File: src/rtl/csi2_raw10_unpacker.sv
// RAW10 unpacker: 40-bit packed groups (4 MSB bytes + shared LSB byte) to PX_PER_CLK pixels per AXI-Stream beat.
// Optional RAW10_LINE_CNT_EN adds a per-line pixel counter (line_len_o / line_len_vld_o).
module csi2_raw10_unpacker #(
  parameter int PX_PER_CLK = 1,
  parameter int PX_WIDTH   = 10
) (
  input  logic                             clk_i,
  input  logic                             rst_i,
`ifdef RAW10_LINE_CNT_EN
  output logic [15:0]                      line_len_o,
  output logic                             line_len_vld_o,
`endif
  input  logic [39:0]                      pkt_i_tdata,
  input  logic                             pkt_i_tvalid,
  output logic                             pkt_i_tready,
  input  logic                             pkt_i_tlast,
  output logic [PX_PER_CLK*PX_WIDTH-1:0]   pkt_o_tdata,
  output logic                             pkt_o_tvalid,
  input  logic                             pkt_o_tready,
  output logic                             pkt_o_tlast
);

  localparam int NPH  = 4 / PX_PER_CLK;
  localparam int PH_W = (NPH > 1) ? $clog2(NPH) : 1;
  localparam logic [PH_W-1:0] LAST_PH = PH_W'(NPH - 1);

  if (!(PX_PER_CLK == 1 || PX_PER_CLK == 2 || PX_PER_CLK == 4)) begin : g_bad_px
    $error("csi2_raw10_unpacker: PX_PER_CLK must be 1, 2 or 4");
  end
  if (PX_WIDTH != 10) begin : g_bad_w
    $error("csi2_raw10_unpacker: PX_WIDTH must be 10");
  end

  logic [39:0]     buf_data_q, buf_data_d;
  logic            buf_last_q, buf_last_d;
  logic            buf_valid_q, buf_valid_d;
  logic [PH_W-1:0] phase_q, phase_d;

  logic last_ph, out_hs, in_hs;

  assign last_ph      = (phase_q == LAST_PH);
  assign out_hs       = buf_valid_q && pkt_o_tready;
  // Only combinational path through the block: downstream ready to upstream ready.
  assign pkt_i_tready = !buf_valid_q || (pkt_o_tready && last_ph);
  assign in_hs        = pkt_i_tvalid && pkt_i_tready;

  always_comb begin
    buf_data_d  = buf_data_q;
    buf_last_d  = buf_last_q;
    buf_valid_d = buf_valid_q;
    phase_d     = phase_q;
    if (out_hs) begin
      if (!last_ph) begin
        phase_d = phase_q + 1'b1;
      end else begin
        phase_d     = '0;
        buf_valid_d = 1'b0;
      end
    end
    // A load in the last-phase cycle overrides the drain, so there is no bubble.
    if (in_hs) begin
      buf_data_d  = pkt_i_tdata;
      buf_last_d  = pkt_i_tlast;
      buf_valid_d = 1'b1;
      phase_d     = '0;
    end
  end

  always_ff @(posedge clk_i) begin
    if (rst_i) begin
      buf_data_q  <= '0;
      buf_last_q  <= 1'b0;
      buf_valid_q <= 1'b0;
      phase_q     <= '0;
    end else begin
      buf_data_q  <= buf_data_d;
      buf_last_q  <= buf_last_d;
      buf_valid_q <= buf_valid_d;
      phase_q     <= phase_d;
    end
  end

  logic [3:0][PX_WIDTH-1:0] px_all;

  for (genvar k = 0; k < 4; k++) begin : g_unpack
    assign px_all[k] = {buf_data_q[8*k +: 8], buf_data_q[32+2*k +: 2]};
  end

  for (genvar p = 0; p < PX_PER_CLK; p++) begin : g_omux
    logic [1:0] sel;
    assign sel = 2'(phase_q * PX_PER_CLK + p);
    assign pkt_o_tdata[p*PX_WIDTH +: PX_WIDTH] = px_all[sel];
  end

  assign pkt_o_tvalid = buf_valid_q;
  assign pkt_o_tlast  = buf_last_q && last_ph;

`ifdef RAW10_LINE_CNT_EN
  logic [15:0] cnt_q, cnt_d;
  logic [15:0] line_len_q, line_len_d;
  logic        line_len_vld_q, line_len_vld_d;
  logic [16:0] cnt_sum;
  logic [15:0] cnt_sat;

  assign cnt_sum = {1'b0, cnt_q} + 17'(PX_PER_CLK);
  assign cnt_sat = cnt_sum[16] ? 16'hFFFF : cnt_sum[15:0];

  always_comb begin
    cnt_d          = cnt_q;
    line_len_d     = line_len_q;
    line_len_vld_d = 1'b0;
    if (out_hs) begin
      if (pkt_o_tlast) begin
        line_len_d     = cnt_sat;
        line_len_vld_d = 1'b1;
        cnt_d          = '0;
      end else begin
        cnt_d = cnt_sat;
      end
    end
  end

  always_ff @(posedge clk_i) begin
    if (rst_i) begin
      cnt_q          <= '0;
      line_len_q     <= '0;
      line_len_vld_q <= 1'b0;
    end else begin
      cnt_q          <= cnt_d;
      line_len_q     <= line_len_d;
      line_len_vld_q <= line_len_vld_d;
    end
  end

  assign line_len_o     = line_len_q;
  assign line_len_vld_o = line_len_vld_q;
`endif

endmodule

File: config.mk
export PLATFORM = sky130hd
export DESIGN_NAME = csi2_raw10_unpacker
export DESIGN_NICKNAME = d
export VERILOG_FILES = /design/src/rtl/csi2_raw10_unpacker.sv
export SDC_FILE = /design/constraint.sdc
export NUM_CORES = 1
export LEC_CHECK = 0
export CORE_MARGIN = 8
export CORE_UTILIZATION = 47
export CTS_BUF_LIST = sky130_fd_sc_hd__clkbuf_4 sky130_fd_sc_hd__clkbuf_8 sky130_fd_sc_hd__clkbuf_16
export DETAILED_ROUTE_END_ITERATION = 16
export PLACE_DENSITY = 0.79
export SETUP_SLACK_MARGIN = 0.05
export SLEW_MARGIN = 20
export SYNTH_ARGS = -nofsm -noshare
export SYNTH_HDL_FRONTEND = slang
export SYNTH_SLANG_ARGS = --single-unit
File: constraint.sdc
create_clock -name clk_i -period 1.8 [get_ports clk_i]
set_input_delay 0.54 -clock clk_i [delete_from_list [all_inputs] [get_ports clk_i]]
set_output_delay 0.54 -clock clk_i [all_outputs]
set_load 0.03 [all_outputs]
# Word-level counts from Yosys, hierarchy flattened
# Cells that the tools add are included.
[totals]
reg_bits = 44
latch_bits = 0
out_inout_bits = 13
romBits = 0
word_cells = 23
n_memories = 0
ramBits = 0
[classes]
mul = 0
n_div = 0
eq_ne = 1
shift = 0
bitwise = 0
n_mux = 6
reduce_logical = 10
order_cmp = 1
n_addsub = 1
[op_table]
columns = ["op", "n"]
rows = [
  ["$bmux W10 S2", 1],
  ["$mux W10", 1],
  ["$logic_and A1 B1 Y1", 4],
  ["$reduce_bool A2 Y1", 2],
  ["$lt A2 B3 Y1 const B", 1],
  ["$mux W1", 3],
  ["$add A2 B1 Y2 const B", 1],
  ["$eq A2 B2 Y1 const B", 1],
  ["$mux W2", 1],
  ["$reduce_and A2 Y1", 1],
  ["$reduce_or A2 Y1", 1],
  ["$logic_not A1 Y1", 1],
  ["$logic_or A1 B1 Y1", 1],
]

# Logic depth before layout (Yosys ltp)
# Gate-level depths: netlist of the first run.
[depth]
ltp_word = 6
depth_mapped = 6
depth_no_buf = 4

# Worst setup path before layout of the first run
# No wires, ideal clock.
[synth_path]
path_type = "register -> output"
start = "register phase_q[0]"
end = "output pkt_o_tdata[0]"
path_slack_ns = -0.016
stages_incl_launch_ff = 3
arrival_time_ns = 1.276
required_time_ns = 1.260
cell_sequence = "dfxtp_1 -> buf_4 -> mux4_2"
[synth_between]
elab_chain_len = 2
[synth_lines]
columns = ["element", "line", "text"]
rows = [
  ["from (decl)", "37", "logic [PH_W-1:0] phase_q, phase_d;"],
  ["from (signal assigned)", "79", "phase_q <= phase_d;"],
  ["$bmux W10 S2", "92", "assign pkt_o_tdata[p*PX_WIDTH +: PX_WIDTH] = px_all[sel];"],
  ["$mux W10 (implied by the code)", "92", ""],
  ["to (decl)", "17", "output logic [PX_PER_CLK*PX_WIDTH-1:0] pkt_o_tdata,"],
]
# No other way between the ends. The select of a mux whose other input is x is not followed.

# Final worst setup path of the first run
[layout_path]
start = "register phase_q[0]"
end = "output pkt_o_tdata[7]"
# The elaborated chain is that of the path after synthesis.

==> results of run 1 <==
power by group:
group          internal (mW)  leakage (nW)  switching [mW]
combinational          0.271         0.641           0.217
sequential              1.03         0.362          0.0312
clock                  0.343        0.0523           0.320
total                   1.64          1.06           0.568
state kept, by name (all words and copies together), names as in the netlist:
name          cells
phase_q           2
buf_data_q       40
pkt_o_tvalid      1
buf_last_q        1
metrics by stage:
step                cell area [um2]  setup WS, ns
floorplan                      2080         0.102
global placement               2760        -0.327
detailed placement             2760        -0.351
CTS                            2940        -0.224
global route                   2980        -0.261
finish                         2980        -0.206
metal layers:
| metal | vias up | wire [um] |
|---|---|---|
| li1 | 918 | - |
| met1 | 907 | 2460 |
| met2 | 67 | 2820 |
| met3 | 9 | 421 |
| met4 | 0 | 83 |
| met5 | - | 0 |
worst paths after layout:
path                        from        endpoint  slack [ns]  cells past startpoint
setup / recovery      phase_q[0]  pkt_o_tdata[7]       -0.21                      3
hold / removal    buf_data_q[26]  buf_data_q[26]        0.48                      2
setup reg to reg      phase_q[0]  buf_data_q[14]        0.13                      8
hold reg to reg   buf_data_q[26]  buf_data_q[26]        0.48                      2
synthesized netlist by cell type, drive strengths merged (2+ instances only):
master | n | share of area (%)
buf | 18 | 5.8
nand3b | 41 | 15
o21ai | 41 | 9.9
a21oi | 43 | 10
clkbuf | 7 | 1.4
mux4 | 10 | 11
nand2 | 3 | 0.54
inv | 2 | 0.36
dfxtp | 44 | 43
kinds of logic after synthesis:
kind of cell               after synthesis
and+or+nand+nor                         48
buffers and inverters                   27
muxes                                   10
AOI/OAI and AO/OA                       87
DFF                                     44
adders and majority gates                1
worst register-to-register path: cells and delay by family (launching register included):
kind | cells | cell delay, ns
AOI/OAI and AO/OA | 2 | 0.22
and+or+nand+nor | 1 | 0.16
buffers and inverters | 4 | 0.65
adders and majority gates | 1 | 0.16
DFF | 1 | 0.37
repair_timing:
item                       in CTS  in global routing
setup endpoints to repair      17                 49
cloned                          1                  1
pin swaps                       3                  2
resized for setup              79                  6
setup buffers                   2                  0
cell type report:
class,instances,area [um2],share of cell area (%)
multi-input combinational,146,1060,35.6
sequential,44,885,29.7
timing repair buffer,77,862,29.0
clock buffer,8,97.6,3.28
tap,52,65.1,2.19
inverter,2,7.51,0.252
==> results.json, run 1 <==
{
  "fin_cells": 329,
  "drive_gt1_share_pct": 20.6,
  "cts.sink_count": 44,
  "worst_setup_path_start_kind": "register",
  "final_util_pct": 69.3,
  "wirelength_um": 5790,
  "area_delta_synth_final_pct": 43.7,
  "syn_area_mm2": 0.00207,
  "clockBufferDepth": 2,
  "hpwlAfterDp_um": 3760,
  "critPathCaptureType": "output pin",
  "grt_usage_pct": 17.2,
  "arrival_ns": 1.47,
  "critPathMaxFanout": 6,
  "synth_nets": 263,
  "violations": "setup timing",
  "synth_xor_area_share_pct": 0,
  "grtUsageMet1_pct": 22.9,
  "root_buffer": "clkbuf_8",
  "rows": 24,
  "route.detailed.wl_per_inst_um": 17.6,
  "max_stage_delay_ns": 0.51,
  "fin_hold_ws_ns": 0.482,
  "diodes": 0,
  "setup-tns-final_ns": -2.21,
  "synth_top_family_by_area": "compound AO/OA/AOI/OAI gates",
  "use_met3_pct": 4.00,
  "ys_ff_latch": 44,
  "worst_pin_slew_ns": 0.309,
  "core_area_mm2": 0.00429,
  "fin_nets": 322,
  "avgSynthCellArea_um2": 9.55,
  "grt_pass1_wl_um": 9110,
  "cts_hold_buf": 0,
  "required_ns": 1.26,
  "async_reset_ff_share_pct": 0,
  "place.gp.congestion": 0.741,
  "start_util_pct": 48.3,
  "port_buffers": 57,
  "final-hold-violation-count": 0,
  "cts_tree": "yes",
  "yosysSeqAreaShare_pct": 42.5,
  "vdd_ir_drop_max_uv": 365,
  "path_class": "reg -> out",
  "rsz0062_at_grt": "yes",
  "synthMuxAreaShare_pct": 10.9,
  "cp_top_family": "multiplexers",
  "antenna_found_initial": 0,
  "yosysWarnings": 0,
  "worst-path-buf-inv": 2,
  "first_pass_iters": 4,
  "io_pins": 58,
  "synth-simple-area-share_pct": 16.4,
  "totalPowerFinal_mw": 2.21,
  "p_per_area_mw_per_mm2": 742,
  "slew_viol_final": 0,
  "p_leak_nw": 1.06,
  "vias": 1901,
  "first_iter_violations": 135,
  "top_usage_layer": "met2",
  "synth_compound_area_share_pct": 22.0,
  "grt_pass1_vias": 1855,
  "synth_edf_count": 0,
  "fin_skew_ns": 0.00471,
  "clk_latency_ns": 0.29,
  "die_area_mm2": 0.00679,
  "drtAntennaViolNets": 0,
  "final.setup.worst_slack_ns": -0.206,
  "grtUsageMet2_pct": 26.6,
  "grt_max_degree": 45,
  "synth_cells": 217,
  "clock.fmax_mhz": 498,
  "synth_cell_types": 23,
  "synth_adder_area_share_pct": 0.604,
  "cts_made_buffers": 5,
  "gr-total-overflow": 0,
  "max_slew_margin_pct": 79.4,
  "synth-main-ff-cell": "dfxtp_1",
  "setup_violations": 12,
  "die_h_um": 82.4,
  "post-route-drc-count": 0,
  "via_per_inst": 5.78,
  "slowest_stage": "mux4_2",
  "clk_pin_slew_worst_paths_ns": 0.08,
  "drv_cap": 0,
  "hold_class": "reg -> reg",
  "dp_cells": 318,
  "cts_max_level": 2,
  "n_fill_cell": 333,
  "status": "finished with violations",
  "fin_crit_sh_pct": 111,
  "die_w_um": 82.4,
  "crit_chain": "buf_12 > mux4_2 > buf_6",
  "final_cell_mix": "dfxtp_1 (43), clkdlybuf4s50_1 (43), a21oi_1 (42)",
  "period_needed_ns": 2.01
}
(Power assumes the default switching activity.)
==> run 2, diff against run 1 <==
--- a/config.mk
+++ b/config.mk
@@ -5,6 +5,7 @@
 export SDC_FILE = /design/constraint.sdc
 export NUM_CORES = 1
 export LEC_CHECK = 0
+export CORE_ASPECT_RATIO = 1.5
 export CORE_MARGIN = 8
 export CORE_UTILIZATION = 47
 export CTS_BUF_LIST = sky130_fd_sc_hd__clkbuf_4 sky130_fd_sc_hd__clkbuf_8 sky130_fd_sc_hd__clkbuf_16
==> results.json, run 2 (synthesis results as in run 1) <==
{
  "grt_pass1_vias": 1959,
  "status": "finished with violations",
  "final-hold-violation-count": 0,
  "die_h_um": 97.3,
  "clock.fmax_mhz": 493,
  "die_w_um": 70.2,
  "place.gp.congestion": 0.786,
  "fin_cells": 323,
  "largest-register": "buf_data_q",
  "rows": 29,
  "largest_reg_flops": 40,
  "critPathCaptureType": "output pin",
  "vias": 1874,
  "clk_latency_ns": 0.29,
  "dp_cells": 315,
  "wirelength_um": 5570,
  "grt_usage_pct": 16.2,
  "max_slew_margin_pct": 79.4,
  "place_area_mm2": 0.00279,
  "clk_pin_slew_worst_paths_ns": 0.08,
  "cts_tree": "yes",
  "reg2reg_depth": 7,
  "violations": "setup timing",
  "largest_registers": "buf_data_q (40), phase_q (2)",
  "p_per_area_mw_per_mm2": 795,
  "cts_hold_buf": 0,
  "drive_gt1_share_pct": 19.9,
  "first_iter_violations": 85,
  "cts_made_buffers": 5,
  "period_needed_ns": 2.03,
  "clockBufferDepth": 2,
  "critPathMaxFanout": 6,
  "area_delta_synth_final_pct": 42.4,
  "fin_skew_ns": 0.00552,
  "final.setup.worst_slack_ns": -0.229,
  "post-route-drc-count": 0,
  "worst_pin_slew_ns": 0.311,
  "grt_max_degree": 45,
  "min_from": "buf_last_q",
  "holdPathStages": 2,
  "fin_nets": 322,
  "die_area_mm2": 0.00683,
  "gr-total-overflow": 0,
  "rsz0062_at_grt": "yes",
  "slew_viol_final": 0,
  "antenna_found_initial": 0,
  "fin_area_mm2": 0.00295,
  "rr_startpoint": "phase_q[0]",
  "hpwlAfterDp_um": 3900,
  "io_pins": 58,
  "vdd_ir_drop_max_uv": 604,
  "port_buffers": 57,
  "diodes": 0,
  "fin_crit_sh_pct": 113,
  "first_pass_iters": 4,
  "drtAntennaViolNets": 0,
  "worstHoldEndpoint": "buf_last_q",
  "cts_max_level": 2,
  "r2r_slack_ns": 0.29,
  "root_buffer": "clkbuf_8",
  "p_leak_nw": 1.05,
  "via_per_inst": 5.80,
  "r2r-end": "buf_data_q[27]",
  "start_util_pct": 48.8,
  "setup_violations": 12,
  "grt_pass1_wl_um": 9380,
  "path_class": "reg -> out",
  "cts.sink_count": 44,
  "route.detailed.wl_per_inst_um": 17.2,
  "arrival_ns": 1.49,
  "setup-tns-final_ns": -2.06,
  "core_area_mm2": 0.00425,
  "worst_setup_path_start_kind": "register",
  "drv_cap": 0,
  "final_cell_mix": "a21oi_1 (43), dfxtp_1 (43), clkdlybuf4s50_1 (43)",
  "hold_class": "reg -> reg",
  "required_ns": 1.26
}
[run 2: area by class of cell]
| cell class | count | area, um2 |
|---|---|---|
| Sequential cell | 44 | 885 |
| Clock buffer | 7 | 96.3 |
| Tap cell | 46 | 57.6 |
| Multi-Input combinational cell | 146 | 1050 |
| Inverter | 2 | 7.51 |
| Clock inverter | 1 | 30.0 |
| Fill cell | 340 | 1290 |
| Timing Repair Buffer | 77 | 821 |
[run 2: what timing repair did]
action / CTS / global route
setup endpoints to repair: 13 / 12
resized for setup: 71 / 0
setup buffers: 0 / 0
[run 2: worst max path at each step]
stage,from,endpoint,slack [ns]
after CTS,phase_q[0],pkt_o_tdata[6],-0.24
after detailed placement,phase_q[0],pkt_o_tdata[5],-0.37
final,phase_q[0],pkt_o_tdata[6],-0.23
after global routing,phase_q[0],pkt_o_tdata[6],-0.26
after floorplan,phase_q[0],pkt_o_tdata[0],0.10
after global placement,phase_q[0],pkt_o_tdata[1],-0.35
[run 2: per-layer routing]
metal / vias up / track usage [%] / wire length (um)
met5: - / 0 / 0
met1: 898 / 19.7 / 2320
li1: 914 / - / -
met3: 8 / 3.89 / 260
met2: 54 / 27.0 / 2880
met4: 0 / 5.90 / 108
[run 2: critical path: stages, from the launching register on]
cell	delay, ns
dfxtp_4	0.38
buf_12	0.13
mux4_2	0.53
buf_6	0.16
[run 2: where the power goes]
part	leakage (nW)	internal [mW]	total [mW]	switching (mW)
registers	0.362	1.03	1.06	0.0292
logic	0.621	0.263	0.472	0.209
clock network	0.0645	0.490	0.815	0.326
[run 2: stage by stage]
stage | hold WS [ns] | worst slack [ns] | power (mW) | utilization (%)
3_3_place_gp | 0.458 | -0.350 | 1.53 | 65.7
6_report | 0.473 | -0.229 | 2.34 | 69.5
3_5_place_dp | 0.467 | -0.372 | 1.54 | 65.7
4_1_cts | 0.476 | -0.239 | 2.35 | 69.5
5_1_grt | 0.492 | -0.264 | 2.44 | 69.5
2_1_floorplan | 0.449 | 0.102 | 1.32 | -
